`src/rtl/fft_seq_pkg.sv`:
```
// Shared definitions for the ping-pong FFT sequencer.
//  - seq_state_t : sequencer FSM encodings
//  - FMT_FP4/FMT_FP8 : format_mode values
//  - bitrev() : reverse the low w bits of a value (used by the optional
//    natural-order write path, FFT_SEQ_BITREV_EN)
package fft_seq_pkg;

    typedef enum logic [2:0] {
        S_IDLE,
        S_ISSUE,
        S_DRAIN,
        S_SWAP,
        S_DONE
    } seq_state_t;

    localparam logic FMT_FP4 = 1'b0;
    localparam logic FMT_FP8 = 1'b1;

    function automatic logic [31:0] bitrev(input logic [31:0] v, input int w);
        logic [31:0] r;
        r = '0;
        for (int i = 0; i < 32; i++) begin
            if (i < w) r[i] = v[w-1-i];
        end
        return r;
    endfunction

endpackage

```
`src/rtl/fft_bfly_addr_gen.sv`:
```
// Combinational radix-2 DIT address generator.
// Maps issue index idx and stage to the memory read address of one element of
// a butterfly pair, which element of the pair it is, and the pair's twiddle.
// Ports:
//  idx      in  ADDR_WIDTH    issue counter i (pair b = i>>1, element e = i[0])
//  stage    in  STAGE_W       current stage
//  rd_addr  out ADDR_WIDTH    (grp << (stage+1)) | pos | e*span
//  bf_elem  out 1             0 = top, 1 = bottom
//  tw_idx   out ADDR_WIDTH-1  pos << (LOG2N-1-stage)
module fft_bfly_addr_gen #(
    parameter int ADDR_WIDTH = 10,
    parameter int STAGE_W    = 4
) (
    input  logic [ADDR_WIDTH-1:0] idx,
    input  logic [STAGE_W-1:0]    stage,
    output logic [ADDR_WIDTH-1:0] rd_addr,
    output logic                  bf_elem,
    output logic [ADDR_WIDTH-2:0] tw_idx
);

    logic [ADDR_WIDTH-2:0] b;
    logic [ADDR_WIDTH-2:0] pos;
    logic [ADDR_WIDTH-2:0] grp;
    logic [ADDR_WIDTH-2:0] mask;
    logic [ADDR_WIDTH-1:0] span;
    logic [STAGE_W:0]      stage_p1;
    logic [STAGE_W:0]      tw_sh;

    always_comb begin
        b        = idx[ADDR_WIDTH-1:1];
        bf_elem  = idx[0];
        span     = ADDR_WIDTH'(1) << stage;
        // On the last stage span's low bits are all zero, so the subtraction
        // wraps to an all-ones mask, which is exactly span-1 there.
        mask     = span[ADDR_WIDTH-2:0] - (ADDR_WIDTH-1)'(1);
        pos      = b & mask;
        grp      = b >> stage;
        stage_p1 = {1'b0, stage} + (STAGE_W+1)'(1);
        tw_sh    = (STAGE_W+1)'(ADDR_WIDTH-1) - {1'b0, stage};
        rd_addr  = ({1'b0, grp} << stage_p1) | {1'b0, pos} | (bf_elem ? span : '0);
        tw_idx   = pos << tw_sh;
    end

endmodule

```
`src/rtl/fft_pingpong_sequencer.sv`:
```
// Initiator for the ping-pong FFT working memory. Runs LOG2N in-place radix-2
// DIT stages: each stage issues N reads from bank_sel, the external butterfly
// writes results D = 1+BF_LAT cycles later to the other bank, then bank_sel
// swaps. Write data never passes through this block.
// Ports:
//  clk, rst                 clock / async active-high reset
//  start, fmt_sel           run request (IDLE only) and format, latched on start
//  busy, done               run in progress / one-cycle completion pulse
//  bank_sel, format_mode    read-bank select, latched format
//  rd_addr                  read address (0 outside ISSUE)
//  rd_data_valid, bf_elem,
//  tw_idx, stage            side-band for the data on rd_data (issue + 1 cycle)
//  wr_en, wr_addr           write strobe/address (issue + D cycles)
// Build option: FFT_SEQ_BITREV_EN -- final-stage writes go to the bit-reversed
// address so the result lands in natural order.
module fft_pingpong_sequencer
    import fft_seq_pkg::*;
#(
    parameter int N          = 1024,
    parameter int ADDR_WIDTH = $clog2(N),
    parameter int BF_LAT     = 2
) (
    input  logic                          clk,
    input  logic                          rst,
    input  logic                          start,
    input  logic                          fmt_sel,
    output logic                          busy,
    output logic                          done,
    output logic                          bank_sel,
    output logic                          format_mode,
    output logic [ADDR_WIDTH-1:0]         rd_addr,
    output logic                          rd_data_valid,
    output logic                          bf_elem,
    output logic [ADDR_WIDTH-2:0]         tw_idx,
    output logic [$clog2(ADDR_WIDTH)-1:0] stage,
    output logic                          wr_en,
    output logic [ADDR_WIDTH-1:0]         wr_addr
);

    localparam int LOG2N   = ADDR_WIDTH;
    localparam int D       = 1 + BF_LAT;
    localparam int STAGE_W = $clog2(ADDR_WIDTH);
    localparam int DCW     = $clog2(D + 1);

    seq_state_t            state;
    logic [ADDR_WIDTH-1:0] cnt;
    logic [DCW-1:0]        dcnt;
    logic                  issue;

    logic [ADDR_WIDTH-1:0] gen_addr;
    logic                  gen_elem;
    logic [ADDR_WIDTH-2:0] gen_tw;
    logic [ADDR_WIDTH-1:0] wa_in;

    logic [D:1]                 vld_pipe;
    logic [D:1][ADDR_WIDTH-1:0] wa_pipe;

    fft_bfly_addr_gen #(
        .ADDR_WIDTH (ADDR_WIDTH),
        .STAGE_W    (STAGE_W)
    ) u_addr_gen (
        .idx     (cnt),
        .stage   (stage),
        .rd_addr (gen_addr),
        .bf_elem (gen_elem),
        .tw_idx  (gen_tw)
    );

    assign issue   = (state == S_ISSUE);
    assign rd_addr = issue ? gen_addr : '0;

`ifdef FFT_SEQ_BITREV_EN
    assign wa_in = (stage == STAGE_W'(LOG2N - 1))
                   ? ADDR_WIDTH'(bitrev(32'(rd_addr), ADDR_WIDTH)) : rd_addr;
`else
    assign wa_in = rd_addr;
`endif

    // Sequencer FSM: IDLE -> (ISSUE -> DRAIN -> SWAP) x LOG2N -> DONE -> IDLE
    always_ff @(posedge clk or posedge rst) begin
        if (rst) begin
            state       <= S_IDLE;
            cnt         <= '0;
            dcnt        <= '0;
            stage       <= '0;
            bank_sel    <= 1'b0;
            format_mode <= FMT_FP4;
            busy        <= 1'b0;
            done        <= 1'b0;
        end else begin
            done <= 1'b0;
            case (state)
                S_IDLE: begin
                    if (start) begin
                        state       <= S_ISSUE;
                        cnt         <= '0;
                        stage       <= '0;
                        format_mode <= fmt_sel;
                        busy        <= 1'b1;
                    end
                end
                S_ISSUE: begin
                    if (cnt == ADDR_WIDTH'(N - 1)) begin
                        state <= S_DRAIN;
                        cnt   <= '0;
                        dcnt  <= '0;
                    end else begin
                        cnt <= cnt + ADDR_WIDTH'(1);
                    end
                end
                S_DRAIN: begin
                    // Hold off the bank swap until the last write of the stage
                    // has left the D-deep pipe.
                    if (dcnt == DCW'(D - 1)) state <= S_SWAP;
                    else                     dcnt  <= dcnt + DCW'(1);
                end
                S_SWAP: begin
                    bank_sel <= ~bank_sel;
                    if (stage == STAGE_W'(LOG2N - 1)) begin
                        state <= S_DONE;
                        done  <= 1'b1;
                    end else begin
                        stage <= stage + STAGE_W'(1);
                        state <= S_ISSUE;
                    end
                end
                S_DONE: begin
                    state <= S_IDLE;
                    busy  <= 1'b0;
                    stage <= '0;
                end
                default: state <= S_IDLE;
            endcase
        end
    end

    // Side-band (1 cycle) and write (D cycles) delay lines.
    always_ff @(posedge clk or posedge rst) begin
        if (rst) begin
            vld_pipe <= '0;
            wa_pipe  <= '0;
            bf_elem  <= 1'b0;
            tw_idx   <= '0;
        end else begin
            vld_pipe[1] <= issue;
            wa_pipe[1]  <= wa_in;
            bf_elem     <= issue ? gen_elem : 1'b0;
            tw_idx      <= issue ? gen_tw : '0;
            for (int k = 2; k <= D; k++) begin
                vld_pipe[k] <= vld_pipe[k-1];
                wa_pipe[k]  <= wa_pipe[k-1];
            end
        end
    end

    assign rd_data_valid = vld_pipe[1];
    assign wr_en         = vld_pipe[D];
    assign wr_addr       = wa_pipe[D];

endmodule

```
`config.mk`:
```
export PLATFORM = sky130hd
export DESIGN_NAME = fft_pingpong_sequencer
export DESIGN_NICKNAME = d
export VERILOG_FILES = /design/src/rtl/fft_seq_pkg.sv /design/src/rtl/fft_bfly_addr_gen.sv /design/src/rtl/fft_pingpong_sequencer.sv
export SDC_FILE = /design/constraint.sdc
export NUM_CORES = 1
export LEC_CHECK = 0
export ABC_CLOCK_PERIOD_IN_PS = 3150
export CORE_MARGIN = 2
export CORE_UTILIZATION = 58
export DETAILED_ROUTE_END_ITERATION = 10
export DONT_BUFFER_PORTS = 1
export PLACE_DENSITY = 0.8
export SLEW_MARGIN = 20
export SYNTH_ARGS = -nofsm -noshare
export SYNTH_HDL_FRONTEND = slang
export SYNTH_HIERARCHICAL = 1
export SYNTH_SLANG_ARGS = --single-unit
export TNS_END_PERCENT = 10
```
`constraint.sdc`:
```
create_clock -name clk -period 3.15 [get_ports clk]
set_input_delay 0.315 -clock clk [delete_from_list [all_inputs] [get_ports clk]]
set_output_delay 0.315 -clock clk [all_outputs]
set_load 0.005 [all_outputs]
```
# Word level (Yosys, flattened, before mapping)
# Index checks and enable logic that the tools add are counted.
[classes] addsub=6 eq_ne=12 shifts=4 muxes=22 n_bitwise=4 n_reduce_logical=11
[op_table] op="10-bit 2-to-1 mux" n=4
[op_table] op="10-bit one-hot mux with 2 select lines" n=1
[op_table] op="3-bit 2-to-1 mux" n=4
[op_table] op="3-bit one-hot mux with 4 select lines" n=1
[op_table] op="4-bit one-hot mux with 3 select lines" n=1
[op_table] op="10-bit by 1-bit adder with 10-bit output, second input constant" n=1
[op_table] op="10-bit equality test, second input constant" n=1
[op_table] op="10-bit OR" n=1
[op_table] op="10-bit by 9-bit OR with 10-bit output" n=1
[op_table] op="1-bit by 4-bit << shifter with 10-bit output, first input constant" n=1
[op_table] op="9-bit by 5-bit << shifter with 10-bit output" n=1
[op_table] op="9-bit bitwise AND" n=1
[op_table] op="9-bit 2-to-1 mux" n=1
[op_table] op="3-bit AND reduction" n=3
[op_table] op="9-bit by 5-bit << shifter with 9-bit output" n=1
[op_table] op="9-bit by 4-bit >> shifter with 9-bit output" n=1
[op_table] op="9-bit by 1-bit subtractor with 9-bit output, second input constant" n=1
[op_table] op="4-bit 2-to-1 mux" n=2
[op_table] op="2-bit != test, second input constant" n=4
[op_table] op="3-bit by 2-bit equality test with 1-bit output, second input constant" n=2
[op_table] op="2-bit AND reduction" n=3
[op_table] op="2-bit nonzero test" n=3
[op_table] op="4-bit by 1-bit adder with 5-bit output, second input constant" n=1
[op_table] op="4-bit by 4-bit subtractor with 5-bit output, first input constant" n=1
[op_table] op="14 further kinds" n=18
[word_totals] register_bits=66 inputBits=4 output_inout_bits=40 wordCells=73

# Longest topological paths before layout
# Gate-level depths: netlist of run 1.
[depth] depth_word=6 depth_mapped=15 mapped_depth_nobuf=10

# Modules after synthesis
# The synthesis of run 1 kept the hierarchy.
[modules_own_cells] module="fft_pingpong_sequencer" n_inst=1 cells_per_inst=195 area_each_um2=2494.9 seq_area_each_um2=1651.6
[modules_own_cells] module="fft_bfly_addr_gen" n_inst=1 cells_per_inst=225 area_each_um2=1585.3 seq_area_each_um2=0.0

# Worst setup path after synthesis of run 1
# OpenSTA, ideal clock, no wires.
[synth_timing] kind="reg2out" start="register stage[1]" end="output port rd_addr[6]" t_arrival_ns=3.072 t_required_ns=2.835 setup_slack_ns=-0.237 path_stages_with_launch=16 path_buffers=5 path_cell_list="dfrtp_1 -> buf_6 -> buf_4 -> buf_2 -> inv_1 -> ha_1 -> buf_6 -> or3b_2 -> clkbuf_1 -> ha_1 -> or4b_1 -> nand4_1 -> nand2_1 -> a211oi_1 -> o21ai_0 -> and2_1"
[synth_via] elab_chain_len=6 elab_cells_between_ends=10 cone_classes="add/sub (2); shift (3); mux (2); bitwise (3)"
[synth_rtl] element="from (decl)" line_no="fft_pingpong_sequencer.sv:35" source="output logic [$clog2(ADDR_WIDTH)-1:0] stage,"
[synth_rtl] element="from (signal assigned)" line_no="fft_pingpong_sequencer.sv:123" source="stage <= stage + STAGE_W'(1);"
[synth_rtl] element="1-bit by 4-bit << shifter with 10-bit output" line_no="fft_bfly_addr_gen.sv:32" source="span = ADDR_WIDTH'(1) << stage;"
[synth_rtl] element="9-bit by 1-bit subtractor with 9-bit output" line_no="fft_bfly_addr_gen.sv:35" source="mask = span[ADDR_WIDTH-2:0] - (ADDR_WIDTH-1)'(1);"
[synth_rtl] element="9-bit bitwise AND" line_no="fft_bfly_addr_gen.sv:36" source="pos = b & mask;"
[synth_rtl] element="10-bit by 9-bit OR with 10-bit output" line_no="fft_bfly_addr_gen.sv:40" source="rd_addr = ({1'b0, grp} << stage_p1) | {1'b0, pos} | (bf_elem ? span : '0);"
[synth_rtl] element="10-bit OR *" line_no="fft_bfly_addr_gen.sv:40"
[synth_rtl] element="via gen_addr[6]" line_no="fft_pingpong_sequencer.sv:50" source="logic [ADDR_WIDTH-1:0] gen_addr;"
[synth_rtl] element="10-bit 2-to-1 mux *" line_no="fft_pingpong_sequencer.sv:70" source="assign rd_addr = issue ? gen_addr : '0;"
[synth_rtl] element="to (decl)" line_no="fft_pingpong_sequencer.sv:31" source="output logic [ADDR_WIDTH-1:0] rd_addr,"
# Mark *: on every way through the listed nets, which the timed path passes. The rest lies on a longest branch.

# Worst setup path in the final report of run 1
[layout_timing] start="register stage[0]" end="output port rd_addr[6]"
# The elaborated chain is that of the path after synthesis.

==> results of run 1 <==
==> sequential cells by signal, summed over array words and instances (netlist names), 2 cells and up <==
signal	count
vld_pipe	3
state	3
tw_idx	9
cnt	10
dcnt	2
wa_pipe	20
wr_addr	10
stage	4
==> cell type report <==
type	instances	area (um2)
clock inverter	5	78.8
timing repair buffer	18	133
multi-input combinational	302	2150
sequential	66	1660
fill	545	2470
tap	96	120
clock buffer	10	138
inverter	13	51.3
==> synth_stat cells, types with 4 or more instances <==
cell type / count / area (um2)
a211oi_1: 5 / 37.5
a21o_1: 6 / 45.0
a21oi_1: 12 / 60.1
a22o_1: 7 / 61.3
a22oi_1: 5 / 37.5
a31oi_1: 4 / 25.0
and2_1: 25 / 156
and3_1: 4 / 25.0
buf_2: 9 / 45.0
buf_4: 15 / 113
buf_6: 5 / 56.3
clkbuf_1: 9 / 33.8
dfrtp_1: 66 / 1650
ha_1: 13 / 163
inv_1: 12 / 45.0
mux2_2: 7 / 78.8
mux2i_1: 9 / 90.1
nand2_1: 34 / 128
nand2b_1: 7 / 43.8
nand3_1: 12 / 60.1
nand4_1: 7 / 43.8
nor2_1: 30 / 113
nor2b_1: 5 / 31.3
nor3_1: 4 / 20.0
o21ai_0: 11 / 55.1
o21ai_1: 4 / 20.0
o21bai_1: 5 / 37.5
o221ai_1: 5 / 43.8
o22ai_1: 7 / 43.8
==> worst min-delay path by stage <==
stage	end	cells after the start	from
2_1_floorplan	vld_pipe[3]$_DFF_PP0_	0	vld_pipe[2]$_DFF_PP0_
3_3_place_gp	wr_addr[9]$_DFF_PP0_	0	wa_pipe[19]$_DFF_PP0_
3_5_place_dp	vld_pipe[3]$_DFF_PP0_	0	vld_pipe[2]$_DFF_PP0_
4_1_cts	dcnt[0]$_DFFE_PP0P_	1	rst
5_1_grt	format_mode$_DFFE_PP0P_	1	fmt_sel
6_report	wr_addr[1]$_DFF_PP0_	1	rst
==> worst register-to-register path, delay by kind of cell, from the launching register on <==
family	cells	cell delay (ns)
AND/OR/NAND/NOR	4	0.93
adder cells (fa/ha/maj)	2	0.63
AO/OA/AOI/OAI	2	0.53
flip-flops	1	0.49
==> cell families (layout without fill, tap and decap cells) <==
group                      Yosys count  in the layout  synth area share, %
AOI/OAI and AO/OA                  113            113                 21.6
xor gates and xnor gates             6              6                 1.29
adders and majority gates           13             13                 3.99
buffers and inverters               52             46                 7.36
DFF                                 66             66                 40.5
muxes                               18             18                 5.06
and+or+nand+nor                    152            152                 20.2
==> where the power goes <==
part | leakage [uW] | switching, uW | internal, uW
logic | 0.000942 | 1260 | 859
registers | 0.000883 | 236 | 1050
clock network | 0.000112 | 321 | 461
==> metal layers <==
layer,up-vias,share of wire (%),routed length [um],global-route usage [%]
li1,1495,-,-,-
met1,1530,44,4410,37.5
met2,148,46,4620,41.7
met3,24,6.8,675,5.94
met4,0,2.5,248,11.6
met5,-,0,0,0
==> metrics by stage <==
step	power [uW]	hold slack, ns	TNS, ns	setup WS, ns
2_1_floorplan	2910	0.331	0	0.0115
6_report	4190	0.0303	0	0.163
3_5_place_dp	3310	0.335	0	0.395
4_1_cts	4110	0.0575	0	0.0198
5_1_grt	4480	0.110	-0.00394	-0.00394
3_3_place_gp	3280	0.331	0	0.446
==> repair_timing <==
action | CTS | global route
gates resized for setup | 1 | 8
endpoints found under the hold margin | 0 | 0
setup endpoints to repair | 1 | 8
hold buffers | 0 | 0
setup buffers | 0 | 1
pin swaps | 0 | 0
==> key figures, run 1 <==
Critical path
  – Crit path DAT: 2.67 ns
  – R2r endpoint: tw_idx[7]$_DFF_PP0_
  – Crit path buf inv count: 0
  – CP endpoint: rd_addr[6]
  – Critical Path Start Type: flop
  – CP max FO: 10
  – R2R cell count: 8
  – Kind of critical path: reg -> out
  – R2r setup slk: 0.46 ns
  – CP endpoint kind: output pin
  – Slowest library cell on the worst path: or4b_1
  – Critical Path Stages: 8
  – R2r startpoint: stage[0]$_DFFE_PP0P_
  – Critical path required time: 2.83 ns
  – CP most frequent cell: ha_1
  – Slowest stage delay, CP: 0.52 ns
  – CP startpoint: stage[0]$_DFFE_PP0P_
  – Largest delay contributor family on the critical path: simple AND/OR/NAND/NOR gates
  – CP Cell Sequence: ha_1, ha_1, or4b_1, nand4_1, nand2_2, a211oi_2, o21ai_0, and2_1

Place
  – Gpl congestion: 1.04
  – Dpl cells: 494
  – Post-DP Area: 0.00408 mm2
  – Post-DP HPWL: 7070 um
  – PortBufs: 0

Logic synthesis
  – Post-synth top flop: dfrtp_1
  – Post-synth net total: 437
  – Mean Syn Cell Area: 9.71 um2
  – Synth cell types: 77
  – Mapped Area: 0.00408 mm2
  – Cells after Synth: 420
  – Post-synth EDFFs: 0
  – Async S/R FF share, synth: 100%
  – #FFs+latches synth: 66
  – YS warnings: 6
  – Register area share after synthesis: 40.5%

Cells and area
  – Final Core Density: 63.7%
  – Most frequent cells in the layout: 63 x dfrtp_1, 33 x nand2_1, 30 x nor2_1, 25 x and2_1, 17 x buf_4
  – Share of cells above drive strength 1: 15.9%
  – # diodes: 0
  – Syn-to-layout area delta: 6.04%
  – Final instance area: 0.00433 mm2
  – Commonest non-fill, non-tap cell in the layout: dfrtp_1
  – Nets: 427
  – Post-Layout Cell Count: 510

Power
  – Pwr dens: 967 mW/mm2
  – Worst vdd ir: 723 uV
  – Leakage: 0.00194 uW

Global route
  – Initial antenna violation count: 0
  – Grt ovf: 0
  – Largest net degree at the start of global routing: 45
  – GRT Total Usage: 27.3%
  – Number of global-route vias before repair: 3,032
  – First-pass GRT wire length: 16,000 um

Run
  – MaxCap Viol Count: 0

Die
  – Chip height: 87.9 um
  – Starting density of the core: 60.1%
  – DIE AREA: 0.00772 mm2
  – Die Wd: 87.9 um
  – Core area: 0.00679 mm2
  – I/O pins: 44
  – Row count: 30

CTS
  – Root Buffer: clkbuf_8
  – Max H-tree Level: 3
  – Worst-path clk slew: 0.07 ns
  – Clk sinks: 66
  – Max Root-Sink Buffers: 2
  – Cts bufs inserted: 9
  – TritonCTS clock tree: yes
  – Clk_lat worst skew: 0.35 ns

Drt
  – ANT nets after route: 0
  – Via/cell ratio: 6.27
  – Final WL: 9950 um
  – WL per Instance: 19.5 um
  – DR iter-0 viols: 306
  – # DRC: 0
  – DR pass1 iterations: 6
  – Detailed-route via count: 3,197

STA
  – Worst slew pin tran: 0.874 ns
  – Final worst-path cycle share: 94.8%
  – Final setup violation count: 0
  – Clk_skew: 0.00892 ns
  – Slew headroom: 41.7%
  – Fin. max-slew vios: 0
  – Achievable clock frequency: 0.335 GHz
  – Fin. Hold Viols: 0
  – Fin crit period: 2.99 ns

Hold path
  – Hold Path Class: in -> async

Outcome
  – Status: complete, no violations
No activity file was read; power rests on OpenSTA's default activity.
==> run 2, diff against run 1 <==
--- a/config.mk
+++ b/config.mk
@@ -5,7 +5,7 @@
 export SDC_FILE = /design/constraint.sdc
 export NUM_CORES = 1
 export LEC_CHECK = 0
-export ABC_CLOCK_PERIOD_IN_PS = 3150
+export ABC_CLOCK_PERIOD_IN_PS = 2450
 export CORE_MARGIN = 2
 export CORE_UTILIZATION = 58
 export DETAILED_ROUTE_END_ITERATION = 10
==> constraint.sdc (replaced) <==
create_clock -name clk -period 2.45 [get_ports clk]
set_input_delay 0.245 -clock clk [delete_from_list [all_inputs] [get_ports clk]]
set_output_delay 0.245 -clock clk [all_outputs]
set_load 0.005 [all_outputs]
==> run 2 against run 1 <==
  * The run now ends with negative setup slack left
  * Register-to-register slack got worse by 0.45 ns
  * Non-clock buffer count rose by 45
  * Flip-flop and latch count did not move
  * Sequential share of layout area fell by 4.1 points
  * Cell area rose by 12%
  * Via count rose by 7.2%
  * Sequential power rose by 27%
  * Critical path type unchanged
==> key figures, run 2 (synthesis results as in run 1) <==
Critical path
  – Critical path required time: 2.20 ns
  – R2R cell count: 11
  – Kind of critical path: reg -> out
  – CP endpoint kind: output pin
  – Largest delay contributor family on the critical path: simple AND/OR/NAND/NOR gates
  – R2r startpoint: stage[1]$_DFFE_PP0P_
  – CP Cell Sequence: inv_8, ha_4, or3b_4, ha_4, or4b_1, nand4_1, nand2_1, a211oi_2, o21ai_1, and2_4
  – Slowest stage delay, CP: 0.51 ns
  – Crit path DAT: 2.51 ns
  – Slowest library cell on the worst path: dfrtp_2
  – Critical Path Stages: 10
  – CP endpoint: rd_addr[6]
  – CP most frequent cell: ha_4
  – R2r endpoint: tw_idx[6]$_DFF_PP0_
  – CP max FO: 8
  – CP startpoint: stage[1]$_DFFE_PP0P_
  – R2r setup slk: 0.01 ns
  – Critical Path Start Type: flop
  – Crit path buf inv count: 1

Drt
  – Final WL: 10,700 um
  – ANT nets after route: 0
  – Via/cell ratio: 6.16
  – Detailed-route via count: 3,426
  – # DRC: 0
  – WL per Instance: 19.3 um
  – DR pass1 iterations: 5
  – DR iter-0 viols: 291

Cells and area
  – Commonest non-fill, non-tap cell in the layout: dfrtp_1
  – Post-Layout Cell Count: 556
  – Syn-to-layout area delta: 18.8%
  – Most flops, register: wa_pipe
  – Final Core Density: 71.3%
  – Number of flip-flops in the largest register: 20
  – Most frequent cells in the layout: 64 x dfrtp_1, 60 x buf_4, 33 x nand2_1, 28 x nor2_1, 19 x and2_1
  – Nets: 472
  – Share of cells above drive strength 1: 28.7%
  – FILL cells: 516
  – # diodes: 0

STA
  – Achievable clock frequency: 0.363 GHz
  – Slew headroom: 65.0%
  – Fin. Hold Viols: 0
  – Clk_skew: 0.00889 ns
  – WHS: 0.0384 ns
  – PnR worst setup slack: -0.307 ns
  – Fin. max-slew vios: 0
  – Fin crit period: 2.76 ns
  – Final worst-path cycle share: 113%
  – Final setup violation count: 10
  – RSZ-0062 raised after global routing: true
  – Worst slew pin tran: 0.526 ns

Die
  – Row count: 30
  – Chip height: 87.9 um
  – Starting density of the core: 60.1%
  – DIE AREA: 0.00772 mm2
  – Core area: 0.00679 mm2
  – Die Wd: 87.9 um
  – I/O pins: 44

Global route
  – Grt ovf: 0
  – Number of global-route vias before repair: 3,338
  – Largest net degree at the start of global routing: 45
  – GRT Total Usage: 29.8%
  – First-pass GRT wire length: 17,200 um
  – Initial antenna violation count: 0

CTS
  – TritonCTS clock tree: yes
  – Clk sinks: 66
  – Root Buffer: clkbuf_8
  – Max Root-Sink Buffers: 2
  – Cts bufs inserted: 9
  – Worst-path clk slew: 0.07 ns
  – Max H-tree Level: 3
  – Clk_lat worst skew: 0.35 ns

Place
  – PortBufs: 0
  – Post-DP HPWL: 7750 um
  – Dpl cells: 533
  – Gpl congestion: 0.996

Power
  – Pwr dens: 1270 mW/mm2
  – Worst vdd ir: 894 uV
  – Leakage: 0.00221 uW
  – PnR Total Power: 6160 uW

Hold path
  – Hold Path Class: in -> reg

Run
  – MaxCap Viol Count: 0

Outcome
  – Failing checks: negative setup slack
  – Status: complete, but fails checks
==> run 2: worst register-to-register path, stage by stage (launching register included) <==
cell and delay, ns:
dfrtp_2 0.51, inv_8 0.09, ha_4 0.12, or3b_4 0.39, ha_4 0.18, or4b_1 0.16
nand4_1 0.12, buf_4 0.18, a31oi_1 0.13, o21ai_1 0.13, a221oi_2 0.24, and2_1 0.15
==> run 2: power by group <==
group / internal [uW] / leakage (uW) / switching (uW)
combinational: 1560 / 0.00121 / 1850
clock: 679 / 0.000113 / 430
sequential: 1350 / 0.000884 / 289
==> run 2: stage by stage <==
step | area (um2) | setup WS (ns) | setup TNS (ns)
3_3_place_gp | 4440 | 0.0599 | 0
4_1_cts | 4820 | -0.312 | -2.49
6_report | 4850 | -0.307 | -2.40
5_1_grt | 4850 | -0.436 | -3.57
3_5_place_dp | 4440 | 0.0364 | 0
2_1_floorplan | 4160 | -0.482 | -3.18
==> run 2: repair_timing <==
item	4_1_cts	5_1_grt
pin swaps	4	3
gates cloned	1	0
endpoints found under the hold margin	66	0
gates resized for setup	17	9
endpoints found under the setup margin	10	13
buffers inserted	5	0
hold buffers	1	0
==> run 2: worst min-delay path by stage <==
| stage | cells past startpoint | end | start |
|---|---|---|---|
| after floorplan | 0 | vld_pipe[3]$_DFF_PP0_ | vld_pipe[2]$_DFF_PP0_ |
| after global placement | 2 | format_mode$_DFFE_PP0P_ | rst |
| after detailed placement | 2 | format_mode$_DFFE_PP0P_ | rst |
| after CTS | 1 | format_mode$_DFFE_PP0P_ | fmt_sel |
| after global routing | 1 | format_mode$_DFFE_PP0P_ | fmt_sel |
| final | 1 | format_mode$_DFFE_PP0P_ | fmt_sel |
==> run 2: cell type report <==
cell class / count / area, um2 / share of cell area (%)
Multi-Input combinational cell: 302 / 2260 / 46.6
Clock inverter: 6 / 114 / 2.35
Inverter: 13 / 58.8 / 1.21
Timing Repair Buffer: 63 / 513 / 10.6
Clock buffer: 10 / 128 / 2.63
Tap cell: 96 / 120 / 2.48
Sequential cell: 66 / 1650 / 34.1
==> run 2: metal layers <==
layer | share of wire, % | GRT usage (%) | up-vias
met4 | 2.1 | 11.3 | 0
met1 | 43 | 39.1 | 1664
li1 | - | - | 1591
met2 | 47 | 46.7 | 151
met3 | 7.2 | 8.86 | 20
met5 | 0 | 0 | -
